## config.mk

```make
export PLATFORM = sky130hd
export DESIGN_NAME = rr_prio_arbiter
export DESIGN_NICKNAME = d
export VERILOG_FILES = /design/src/rtl/arb_pkg.sv /design/src/rtl/prio_pick.sv /design/src/rtl/rr_prio_arbiter.sv
export SDC_FILE = /design/constraint.sdc
export NUM_CORES = 1
export LEC_CHECK = 0
export BUFFER_PORTS_ARGS = -buffer_cell sky130_fd_sc_hd__buf_4
export CAP_MARGIN = 20
export CORE_AREA = 2 2 39 41
export CTS_BUF_LIST = sky130_fd_sc_hd__clkbuf_16
export DETAILED_ROUTE_END_ITERATION = 8
export DIE_AREA = 0 0 41 43
export PLACE_DENSITY = 0.76
export SKIP_CTS_REPAIR_TIMING = 1
export SLEW_MARGIN = 15
export SYNTH_ARGS = -nofsm -noshare
export SYNTH_HDL_FRONTEND = slang
export SYNTH_SLANG_ARGS = --single-unit
```

## constraint.sdc

```tcl
create_clock -name clk_i -period 4.5 [get_ports clk_i]
set_input_delay 0.225 -clock clk_i [delete_from_list [all_inputs] [get_ports clk_i]]
set_output_delay 0.225 -clock clk_i [all_outputs]
set_load 0.02 [all_outputs]
```

## src/rtl/arb_pkg.sv

```systemverilog
// Shared types for the round-robin / fixed-priority arbiter.
package arb_pkg;

  typedef enum logic {
    ARB_FIXED = 1'b0,
    ARB_RR    = 1'b1
  } arb_mode_e;

  typedef enum logic {
    ARB_IDLE  = 1'b0,
    ARB_GRANT = 1'b1
  } arb_state_e;

endpackage

```

## src/rtl/prio_pick.sv

```systemverilog
// Combinational pick of the first set request at or above a start index, wrapping at NUM-1.
module prio_pick #(
  parameter  int NUM   = 4,
  localparam int IDX_W = $clog2(NUM)
) (
  input  logic [NUM-1:0]   req,
  input  logic [IDX_W-1:0] start,
  output logic [NUM-1:0]   onehot,
  output logic [IDX_W-1:0] idx,
  output logic             any
);

  logic [NUM-1:0]   rot;
  logic [IDX_W-1:0] lo_idx;
  logic [IDX_W:0]   sum;

  // Rotating the doubled vector puts req[start] at bit 0.
  assign rot = NUM'({req, req} >> start);
  assign any = |req;

  always_comb begin
    lo_idx = '0;
    for (int i = NUM - 1; i >= 0; i--) begin
      if (rot[i]) lo_idx = IDX_W'(i);
    end
    sum = {1'b0, start} + {1'b0, lo_idx};
    if (sum >= (IDX_W + 1)'(NUM)) sum = sum - (IDX_W + 1)'(NUM);
    idx    = any ? sum[IDX_W-1:0] : '0;
    onehot = any ? ({{(NUM - 1){1'b0}}, 1'b1} << idx) : '0;
  end

endmodule

```

## src/rtl/rr_prio_arbiter.sv

```systemverilog
// Registered arbiter with run-time fixed/round-robin policy and locked grants.
//   state     | meaning
//   ARB_IDLE  | no grant held; arbitrate every cycle
//   ARB_GRANT | grant held until ack_i or the winner drops its request
module rr_prio_arbiter
  import arb_pkg::*;
#(
  parameter  int NUM   = 4,
  localparam int IDX_W = $clog2(NUM)
) (
  input  logic             clk_i,
  input  logic             rst_ni,
  input  logic             mode_i,
  input  logic [NUM-1:0]   req_i,
  input  logic             ack_i,
  output logic [NUM-1:0]   gnt_o,
  output logic             gnt_valid_o,
  output logic [IDX_W-1:0] gnt_idx_o
);

  arb_state_e       state, state_nxt;
  logic [IDX_W-1:0] ptr, ptr_nxt, ptr_adv, start;
  logic [NUM-1:0]   gnt_nxt, pick_onehot;
  logic [IDX_W-1:0] idx_nxt, pick_idx;
  logic             pick_any, arb_point, rr_mode;

  prio_pick #(.NUM(NUM)) u_pick (
    .req    (req_i),
    .start  (start),
    .onehot (pick_onehot),
    .idx    (pick_idx),
    .any    (pick_any)
  );

  always_comb begin
    arb_point = (state == ARB_IDLE) || ack_i;
    rr_mode   = (arb_mode_e'(mode_i) == ARB_RR);
    // Explicit wrap so non-power-of-two NUM never overflows into an invalid index.
    ptr_adv   = (gnt_idx_o == IDX_W'(NUM - 1)) ? '0 : gnt_idx_o + 1'b1;
    ptr_nxt   = ptr;
    if (state == ARB_GRANT && ack_i && rr_mode) ptr_nxt = ptr_adv;
    start     = rr_mode ? ptr_nxt : '0;

    state_nxt = state;
    gnt_nxt   = gnt_o;
    idx_nxt   = gnt_idx_o;
    if (arb_point) begin
      if (pick_any) begin
        state_nxt = ARB_GRANT;
        gnt_nxt   = pick_onehot;
        idx_nxt   = pick_idx;
      end else begin
        state_nxt = ARB_IDLE;
        gnt_nxt   = '0;
        idx_nxt   = '0;
      end
    end else if (!req_i[gnt_idx_o]) begin
      state_nxt = ARB_IDLE;
      gnt_nxt   = '0;
      idx_nxt   = '0;
    end
  end

  always_ff @(posedge clk_i or negedge rst_ni) begin
    if (!rst_ni) begin
      state     <= ARB_IDLE;
      ptr       <= '0;
      gnt_o     <= '0;
      gnt_idx_o <= '0;
    end else begin
      state     <= state_nxt;
      ptr       <= ptr_nxt;
      gnt_o     <= gnt_nxt;
      gnt_idx_o <= idx_nxt;
    end
  end

  assign gnt_valid_o = |gnt_o;

endmodule

```

* Word level (Yosys, flattened, before mapping)
Index checks and enable logic that the tools add are counted.
** Operators by class
- Add/subtract/negate cells :: 3
- $lt $le $gt $ge :: 2
- Eq/ne operators :: 2
- Shift operators :: 2
- Multiplexer cells :: 20
- Bitwise operators :: 1
- Reductions and logical operators :: 5
** Operator list (count)
- $mux 2 :: 12
- $mux 4 :: 3
- $reduce_or 4->1 :: 2
- $shr 8x2->4 :: 1
- $mux 1 :: 4
- $shl 1x2->4 const A :: 1
- $add 2x2->3 :: 1
- $ge 3x3->1 const B :: 1
- $lt 2x3->1 const B :: 1
- $add 2x1->2 const B :: 1
- $bmux 1 s2 :: 1
- $eq 2x2->1 const B :: 1
- $logic_and 1x1->1 :: 2
- $ne 2x2->1 const B :: 1
- $sub 2x1->2 const B :: 1
- $logic_or 1x1->1 :: 1
- $not 1->1 :: 1
** Word-level totals
- Register bits :: 9
- Input port bits :: 8
- Output and inout bits :: 7
- Word-level logic and storage cells :: 39

* Logic depth before layout (Yosys ltp)
Gate-level depths: netlist of the first run.
- Depth in word-level cells :: 16
- Mapped depth :: 11
- Depth with buffers taken out :: 11

* Modules after synthesis
From an unflattened synthesis of the first run, not the netlist that was laid out.
** Second synthesis, totals
- Cells, all modules :: 69
- Area, all modules :: 660.6 um^2
** By module, submodules not included
- rr_prio_arbiter :: instances 1, cells each 32, area an instance 407.9 um^2, seq. area each 225.2 um^2
- prio_pick :: instances 1, cells each 37, area an instance 252.7 um^2, seq. area each 0.0 um^2

* Worst setup path after synthesis of the first run
OpenSTA, ideal clock, no wires.
- Path type :: flip-flop to flip-flop
- Start point :: reg gnt_idx_o[0]
- End point :: reg gnt_o[0]
- Setup time :: 122 ps
- Data arrival time :: 2449 ps
- Data required time :: 4378 ps
- Setup slack :: 1929 ps
- Cell stages (with the launch flop) :: 12
- Buffers on the path :: 0
- Clock period less this slack :: 2571 ps
- Cell sequence :: dfrtp_1 -> ha_1 -> nand4_1 -> o21ai_2 -> nand2_1 -> a2bb2oi_1 -> o22ai_1 -> mux2_2 -> ha_1 -> xnor2_1 -> xnor2_1 -> a32o_1
** Between the ends
- Cells in the longest elaborated chain, start to end :: 16
- Elaborated cells on any way between the ends :: 21
- Those cells by class :: add/sub (3); order compare (1); eq/ne (2); shift (2); mux (13)
** Ends and longest elaborated chain
- start: declaration :: RTL line rr_prio_arbiter.sv:18 : output logic [IDX_W-1:0] gnt_idx_o
- start signal: assignment :: RTL line rr_prio_arbiter.sv:74 : gnt_idx_o <= idx_nxt;
- $add 2x1->2 / $eq 2x2->1 (equally long branches) :: RTL line rr_prio_arbiter.sv:39 : ptr_adv = (gnt_idx_o == IDX_W'(NUM - 1)) ? '0 : gnt_idx_o + 1'b1;
- $mux 2 :: RTL line rr_prio_arbiter.sv:39
- $mux 2 :: RTL line rr_prio_arbiter.sv:41 : if (state == ARB_GRANT && ack_i && rr_mode) ptr_nxt = ptr_adv;
- $mux 2 :: RTL line rr_prio_arbiter.sv:42 : start = rr_mode ? ptr_nxt : '0;
- $shr 8x2->4 :: RTL line prio_pick.sv:18 : assign rot = NUM'({req, req} >> start);
- $mux 2 (4 in a row) :: RTL line prio_pick.sv:24 : if (rot[i]) lo_idx = IDX_W'(i);
- $add 2x2->3 :: RTL line prio_pick.sv:26 : sum = {1'b0, start} + {1'b0, lo_idx};
- $ge 3x3->1 / $sub 2x1->2 (equally long branches) :: RTL line prio_pick.sv:27 : if (sum >= (IDX_W + 1)'(NUM)) sum = sum - (IDX_W + 1)'(NUM);
- $mux 2 :: RTL line prio_pick.sv:27
- $mux 2 :: RTL line prio_pick.sv:28 : idx = any ? sum[IDX_W-1:0] : '0;
- $shl 1x2->4 :: RTL line prio_pick.sv:29 : onehot = any ? ({{(NUM - 1){1'b0}}, 1'b1} << idx) : '0;
- $mux 4 :: RTL line rr_prio_arbiter.sv:48 : if (pick_any) begin
- $mux 4 :: RTL line rr_prio_arbiter.sv:47 : if (arb_point) begin
- end signal: assignment :: RTL line rr_prio_arbiter.sv:73 : gnt_o <= gnt_nxt;
- end: declaration :: RTL line rr_prio_arbiter.sv:16 : output logic [NUM-1:0] gnt_o,
Several ways; a longest one is shown, not always the timed one. The select of a mux whose other input is x is not followed.
A chain may end at the register's enable or synchronous reset.

* Worst setup path in the final report of the first run
- Start point :: reg gnt_idx_o[0]
- End point :: reg gnt_o[3]
The elaborated chain is that of the path after synthesis.

==> results of run 1 <==
## worst paths after layout
check	end	slack, ns	depth (start not counted)
setup reg to reg	gnt_o[3]	1.66	11
max in group asynchronous	state	4.00	2
hold / removal	ptr[0]	0.35	3
min in group asynchronous	gnt_o[2]	0.38	2
hold reg to reg	ptr[0]	0.48	2
setup / recovery	gnt_o[3]	1.66	11
## layout make-up
class | instances | area (µm²) | area share (%)
multi-input combinational | 54 | 417.9 | 47.51
tap | 16 | 20.02 | 2.276
timing repair buffer | 15 | 115.1 | 13.09
clock inverter | 1 | 3.754 | 0.4267
sequential | 9 | 225.2 | 25.60
clock buffer | 3 | 75.07 | 8.535
inverter | 6 | 22.52 | 2.560
## placed cells by master (no fill, tap or decap)
cell type,count
dfrtp_1,9
inv_1,7
clkbuf_16,3
nor3b_1,2
a311oi_2,1
nor4b_1,1
o21ai_0,3
mux2_2,1
nor2_1,1
or4_1,1
and3_2,2
and4bb_1,1
nand4_1,1
buf_4,14
a32o_1,2
o2bb2ai_1,1
or2_2,1
mux2_4,1
ha_1,2
o22ai_1,2
a21boi_0,2
and2_4,1
a2bb2oi_1,1
o21ai_2,1
xnor2_1,2
nor4_1,1
nand2_1,12
dlygate4sd3_1,1
o31ai_1,2
mux2i_1,2
nor2b_1,1
o21a_4,1
mux4_2,1
a32oi_1,1
o211ai_1,3
## kinds of logic after synthesis
group / Yosys count
buffers and inverters: 8
and+or+nand+nor: 25
xor gates and xnor gates: 2
AOI/OAI and AO/OA: 20
DFF: 9
adders and majority gates: 2
muxes: 5
## per-layer routing
layer,vias to the layer above,wire [µm],GRT usage (%)
met5,-,0,0
met4,0,32,12.00
met3,4,40,3.141
met2,10,723,27.81
met1,290,635,22.79
li1,301,-,-
## cell usage after synthesis
master           instances
nor4_1                   1
a32oi_1                  1
ha_1                     2
xnor2_1                  2
mux2_4                   1
and4bb_1                 1
nand2_1                 12
a32o_1                   2
a311oi_2                 1
o21a_4                   1
o31ai_1                  2
o2bb2ai_1                1
o211ai_1                 3
or2_2                    1
dfrtp_1                  9
a21boi_0                 2
or4_1                    1
inv_1                    6
clkdlybuf4s25_2          1
nor3b_1                  2
nor4b_1                  1
mux2_2                   1
mux4_2                   1
nor2b_1                  1
clkbuf_1                 1
mux2i_1                  2
a2bb2oi_1                1
nand4_1                  1
o22ai_1                  2
o21ai_2                  1
and3_2                   2
nor2_1                   1
and2_4                   1
o21ai_0                  3
## where the power goes
| group | switching [mW] | leakage, nW | internal [mW] | total, mW |
|---|---|---|---|---|
| combinational | 0.132 | 0.251 | 0.119 | 0.252 |
| sequential | 0.0293 | 0.114 | 0.115 | 0.144 |
| clock | 0.0338 | 0.0423 | 0.116 | 0.149 |
| total | 0.195 | 0.407 | 0.350 | 0.545 |
## state kept, by name (all words and copies together), names as in the netlist
signal,cells
gnt_o,4
ptr,2
state,1
gnt_idx_o,2
## stage by stage
step                      total power, mW  cells  setup WS [ns]
after floorplan                    0.3127     71          1.929
after global placement             0.3934     99          1.774
after detailed placement           0.3981     99          1.658
after CTS                          0.5503    103          1.653
after global routing               0.5823    104          1.459
final                              0.5453    104          1.659
## critical path: stages (launching register included)
cell	delay, ns
dfrtp_1	0.43
ha_1	0.32
nand4_1	0.20
o21ai_2	0.19
nand2_1	0.11
a2bb2oi_1	0.17
o22ai_1	0.10
mux2_2	0.27
ha_1	0.19
xnor2_1	0.14
xnor2_1	0.42
o21ai_0	0.17
==> reports/results.txt, run 1 <==
The flow ran to the end, and the final reports show no timing, DRC or antenna violations. Classification of the worst-slack hold path: in2reg. The total number of vias was 605; the mean instance size in the synthesized netlist was 9.569 µm².

The synthesis-stage register bit count came out at 9. The total congestion overflow after global routing is 0. The clock sink count was 9. After synthesis, flip-flops and latches occupy 33.15% of the total area.

The y dimension of the die came out at 43 µm. Ranked by total cell area, the synthesized netlist is headed by dfrtp_1, nand2_1, ha_1. The tools report the launch point of the critical path as gnt_idx_o[0]. The run gives 1 as the count of H-tree levels built during CTS. The first global-routing pass estimated 2.166 mm of wire. Compared with the post-synthesis result, the final layout area differs by 29.47%. At the worst endpoint, the arrival time is 2.93 ns. The run gives 879.6 µm² as the post-route cell area. Yosys mapped the design onto 34 distinct sky130hd cell types. Dividing the detail-routed wire length by the instance count gives 13.76 µm.

The power per cell area was 619.9 nW/µm². Across the run, the number of max-cap violations was 0. For the utilization of the core after routing, the log shows 63.56%. During synthesis, Yosys emitted a total of 0 warnings. The start point of the worst min-delay path was mode_i. The net count of the finished layout is 99. The logs give 18.39% for the global router's overall resource usage and 1384 µm² for the area of the placeable core. For this configuration, the core starts out at a cell density of 49.10%.

The pre-antenna-repair detailed-routing pass consisted of 4 iterations. The time the final worst path needs with I/O delays and setup was 2.841 ns; the setup TNS was 0 ns. Setup violations remaining at the end of the flow were counted as 0.

The synthesized-area fraction occupied by ao, oa, aoi and oai cells is 24.31%. Worst voltage drop across the vdd grid: 0.0004924 V. The post-synthesis xor/xnor area fraction was 2.578%.

The multiplexer share of the synthesized area came out at 10.13%. The post-synthesis share of cell area spent on full adders, half adders and majority gates works out to 3.683%. The post-route clock period utilization was 63.13%. The initial antenna violation count is 0.

The logs give 533 for the number of global-route vias before repair and 352.0 MHz for the maximum clock frequency. The largest buffer count on any clock path came out at 2. TritonCTS built the clock tree. The detailed-route wire length is 1.431 mm, and the clock-pin slew reported for the worst setup and hold paths after clock tree synthesis is 0.04 ns. At the pin with the least slew margin, the transition time is 0.4698 ns. The number of clock buffers added by TritonCTS is 3.

The number of max-slew violations in the final report is 0, and the number of core rows is 14. The worst path required time was 4.59 ns; the x dimension of the die was 41 µm. 0 antenna diodes ended up in the layout. At the later pin of the worst-skew pair, clock insertion delay measures 0.23 ns. After detailed routing, the number of remaining DRC violations is 0.

The routed via count divided by cell count was 5.817; the leakage power was 0.4072 nW. Worst setup path category: reg2reg. The root buffer cell chosen for the clock tree is clkbuf_16. Full die area: 1763 µm². STA classifies the critical path endpoint as a flip-flop. The net count after synthesis came out at 81. Setup repair after global routing left no endpoint under its margin. The congestion estimate from routability-driven global placement came to 0.7827. Counting the fill cells in the layout gives 117. The tools report the startpoint type of the worst setup path as a flip-flop. Input and output buffers added on the ports amount to 14. The largest fanout on the critical path works out to 6.

The biggest area contributor in the post-synthesis netlist is dfrtp_1. The logs give 0.0004230 ns for the worst-case clock skew and 1.112 mm for the post-detailed-placement half-perimeter wirelength. Summing the areas of all and, or, nand and nor instances in the mapped netlist gives 20.81% of the synthesized area.

The cell count after synthesis came out at 71. For this block, the initial DRC count from the detailed router was 13. Entering global routing, the biggest net connects 10 pins. The main combinational cell family by area after synthesis is compound AO/OA/AOI/OAI gates. 15 I/O pins were placed.

On the final layout, the worst hold slack is 0.3503 ns. The post-route antenna net violation count came out at 0. Summing every instance area after synthesis gives 679.4 µm².

Once placement finished, the instance area stood at 790.8 µm². The final count of hold timing violations was 0. The startpoint of the most critical register-to-register path is gnt_idx_o[0]. The synthesized design devotes to its leading area cell type 33.15% of total area.

The normalized max-slew margin is 68.45%. The fraction of layout instances using a drive strength above 1 was 30.68%.
Power figures use the tool's default switching activity.
==> run 2: changes to the inputs <==
--- a/config.mk
+++ b/config.mk
@@ -5,12 +5,12 @@
 export SDC_FILE = /design/constraint.sdc
 export NUM_CORES = 1
 export LEC_CHECK = 0
+export ABC_AREA = 1
 export BUFFER_PORTS_ARGS = -buffer_cell sky130_fd_sc_hd__buf_4
 export CAP_MARGIN = 20
-export CORE_AREA = 2 2 39 41
+export CORE_UTILIZATION = 52
 export CTS_BUF_LIST = sky130_fd_sc_hd__clkbuf_16
 export DETAILED_ROUTE_END_ITERATION = 8
-export DIE_AREA = 0 0 41 43
 export PLACE_DENSITY = 0.76
 export SKIP_CTS_REPAIR_TIMING = 1
 export SLEW_MARGIN = 15
==> constraint.sdc (replaced) <==
create_clock -name clk_i -period 2.95 [get_ports clk_i]
set_input_delay 0.1475 -clock clk_i [delete_from_list [all_inputs] [get_ports clk_i]]
set_output_delay 0.1475 -clock clk_i [all_outputs]
set_load 0.02 [all_outputs]
==> run 2 against run 1 <==
Effect of this change:
- wire length increased by 19%
- area after synthesis increased by 8.8%
- first-iteration DRC count increased by 23%
- via count increased by 19%
- die area decreased by 11%
- synthesized cell count increased by 44%
- critical path type unchanged
- clock power increased by 58%
==> reports/results.txt, run 2 <==
The run finished with clean final reports. The CTS root buffer was clkbuf_16. Post-detailed-placement half-perimeter wirelength: 1.301 mm (+17%). Total congestion overflow after global routing: 0 (unchanged).

Setup repair after global routing left no endpoint under its margin. The average detailed-routed wire length per instance is 12.59 µm (-8.5%). The logs give 78.04% (+9.6 points) for the normalized max-slew margin and 23 (-32%) for the count of unique library cells instantiated by Yosys. Fraction of layout instances using a drive strength above 1: 30.00% (-0.68 points).

The maximum number of pins on one net before global-route repair is 10 (unchanged). The detailed-route wire length was 1.699 mm (+19%); the synthesis-to-layout area growth was 27.24%. The tools report the maximum clock frequency as 430.8 MHz (+22%). The synthesized instance count is 102 (+44%), and the final setup violation count is 0 (unchanged). Count of flip-flops with a built-in enable after synthesis: 0 (unchanged). The clock-pin slew reported for the worst setup and hold paths after clock tree synthesis is 0.04 ns (about the same), and the post-route clock period utilization is 78.68% (+16 points).

Leaving out fill and tap cells, the most frequent cells in the layout are nand2_1, inv_1, buf_4. The number of buffers created by CTS came out at 3 (unchanged). The largest total area in the synthesized netlist belongs to dfrtp_1. The largest stage delay on the critical path was 0.42 ns (about the same); the global router's overall resource usage was 26.24% (+7.9 points).

Fraction of registers with async set/reset: 100.0% (unchanged). The run gives 131 (+32%) as the number of nets in the final layout. Final weighted congestion in routability-driven placement: 0.7515 (-4.0%). Register name with the most flops: gnt_o.

The largest fanout on the critical path is 6 (unchanged). The signal on the critical path passes through ha_1, inv_1, nand2_1, nand2_4, nand3_4, nand2_1, nand2_1, nand2_1, nand2_1, a31oi_1, nor2_1, ha_1, xor2_1, inv_1, nand2_2, nand2_2, nand2_1, nand2_1. Full die area: 1577 µm² (-11%). The total standard cell area after synthesis was 739.5 µm² (+8.8%).

The logs give 0 (unchanged) for the number of max-slew violations in the final report and 656 (+23%) for the number of global-route vias before repair. Initial antenna violation count: 0 (unchanged). STA classifies the critical path endpoint as a flip-flop. The mean instance size in the synthesized netlist is 7.250 µm² (-24%), and the number of primary I/O pins is 15 (unchanged). The number of flip-flops in the largest register came out at 4 (unchanged).

Ranked by total cell area, the synthesized netlist is headed by dfrtp_1, nand2_1, nand2_2. STA classifies the critical path startpoint as a flip-flop. The classification of the worst-slack hold path was in2reg. The total number of vias is 717 (+19%), and the max capacitance violation total is 0 (unchanged).

The largest buffer count on any clock path is 2 (unchanged). The number of core rows was 13 (-1). The number of warnings reported in the yosys synthesis log was 0 (unchanged); the arrival time reported for the critical path endpoint was 2.44 ns (-0.49 ns). The synthesis-stage register bit count is 9 (unchanged). Number of antenna repair diodes: 0 (unchanged). Clock sink count: 9 (unchanged). First-pass detailed-route iteration total: 4 (unchanged). For the leakage power, the log shows 0.5571 nW (+37%). The tools report the utilization of the core after routing as 71.41% (+7.9 points).

The worst setup path category was reg2reg. For the worst voltage drop across the vdd grid, the log shows 0.0007836 V (+59%). Counting stages on the worst path, the most repeated cell is nand2_1. In this run the worst setup path begins at gnt_idx_o[0]. Total of buffers placed on input and output ports: 14 (unchanged). In the synthesized netlist the dominant register cell turns out to be dfrtp_1. The violation count after the first detailed-route iteration was 16 (+3); the wire length of the first global-routing pass was 2.615 mm (+21%).

The setup TNS was 0 ns (unchanged). The largest registers in the layout are gnt_o x4, gnt_idx_o x2, ptr x2. The run gives 30.46% (-2.7 points) as the fraction of the yosys area taken by sequential cells. The most common cell in the synthesized netlist was nand2_1. The logs give 3.07 ns (-1.52 ns) for the worst path required time and 0 (unchanged) for the DRC violations left. In the synthesized netlist, the cells that appear most often are nand2_1, inv_1, dfrtp_1, nand2_2, nor2_1. Leaving out fill and tap cells, the most frequent cell in the layout is nand2_1.

The x dimension of the die is 39.71 µm (-3.1%). Startpoint of the most critical register-to-register path: gnt_idx_o[0]. The worst hold path begins at ack_i.

For the worst-case clock skew, the log shows 0.004387 ns (+0.003964 ns). The transition time at the pin with the least slew margin works out to 0.3264 ns (-0.1435 ns). The post-route antenna net violation count is 0 (unchanged), and the area share of the largest cell type after synthesis is 30.46% (-2.7 points). TritonCTS built the clock tree. Net count after synthesis: 112 (+38%). Power per cell area: 1027 nW/µm² (+66%). The y dimension of the die is 39.71 µm (-7.7%). Library cell contributing the largest single delay on the critical path: dfrtp_1. The count of H-tree levels built during CTS came out at 1 (unchanged). The routed via count divided by cell count works out to 5.311 (-8.7%). For the final count of hold timing violations, the log shows 0 (unchanged). The clock latency on the worst-skew pair is 0.23 ns (about the same), and the starting density of the core is 56.13% (+7.0 points).

The tools report the area of the placeable core as 1318 µm² (-4.8%). The time the final worst path needs with I/O delays and setup was 2.321 ns (-0.5196 ns).
-- run 2: cell count changes after synthesis, moves of 3 or more --
cell,before,now
o211ai_1,3,0
nand3_2,0,3
nand2_2,0,9
nand4_1,1,4
nand2_1,12,34
nor2_1,1,6
inv_1,6,14
nand3_1,0,5
-- run 2: through the flow --
step	hold WS (ns)	cell area [µm²]	setup slack, ns	total power [mW]	cells
after floorplan	-0.1481	739.5	0.7676	0.5748	102
after global placement	-0.02395	852.1	0.7310	0.7130	130
after detailed placement	-0.01938	852.1	0.6744	0.7248	130
after CTS	-0.2658	930.9	0.6458	0.9704	134
after global routing	0.2912	940.9	0.3567	1.038	135
final	0.2682	940.9	0.6289	0.9666	135
-- run 2: layout make-up --
type / count / area (µm²)
fill: 98 / 376.6
timing repair buffer: 15 / 115.1
inverter: 15 / 61.31
clock inverter: 1 / 3.754
sequential: 9 / 225.2
clock buffer: 3 / 75.07
tap: 15 / 18.77
multi-input combinational: 77 / 441.7
-- run 2: final timing paths --
path	slack, ns	end	depth (start not counted)
min	0.27	state	4
min reg2reg	0.50	gnt_o[3]	2
max reg2reg	0.63	gnt_idx_o[1]	18
min in group asynchronous	0.28	gnt_idx_o[1]	2
max	0.63	gnt_idx_o[1]	18
max in group asynchronous	2.53	gnt_idx_o[0]	2
-- run 2: where the power goes --
part	total [mW]	internal, mW	switching [mW]
registers	0.219	0.176	0.0426
clock network	0.235	0.177	0.0579
logic	0.513	0.194	0.319
total	0.967	0.547	0.420
-- run 2: kinds of logic after synthesis --
kind of cell | after synthesis | share of synthesized area [%]
adder cells (fa/ha/maj) | 2 | 3.384
AO/OA/AOI/OAI | 6 | 4.908
flip-flops | 9 | 30.46
AND/OR/NAND/NOR | 68 | 50.25
buffers and inverters | 16 | 9.814
XOR/XNOR | 1 | 1.185
-- run 2: layer usage --
metal  vias to the layer above  track usage [%]  part of all wire, %
met5                         -                0                    0
met4                         0            12.07                  2.2
met3                         4            10.80                  6.8
met2                        31            44.26                   50
met1                       319            27.93                   41
li1                        363                -                    -
-- run 2: worst max-delay path: cells and delay by family (launching register included) --
kind,cells,cell delay (ns)
DFF,1,0.42
buffers and inverters,2,0.13
and+or+nand+nor,12,0.87
AOI/OAI and AO/OA,1,0.14
adders and majority gates,2,0.39
xor gates and xnor gates,1,0.23
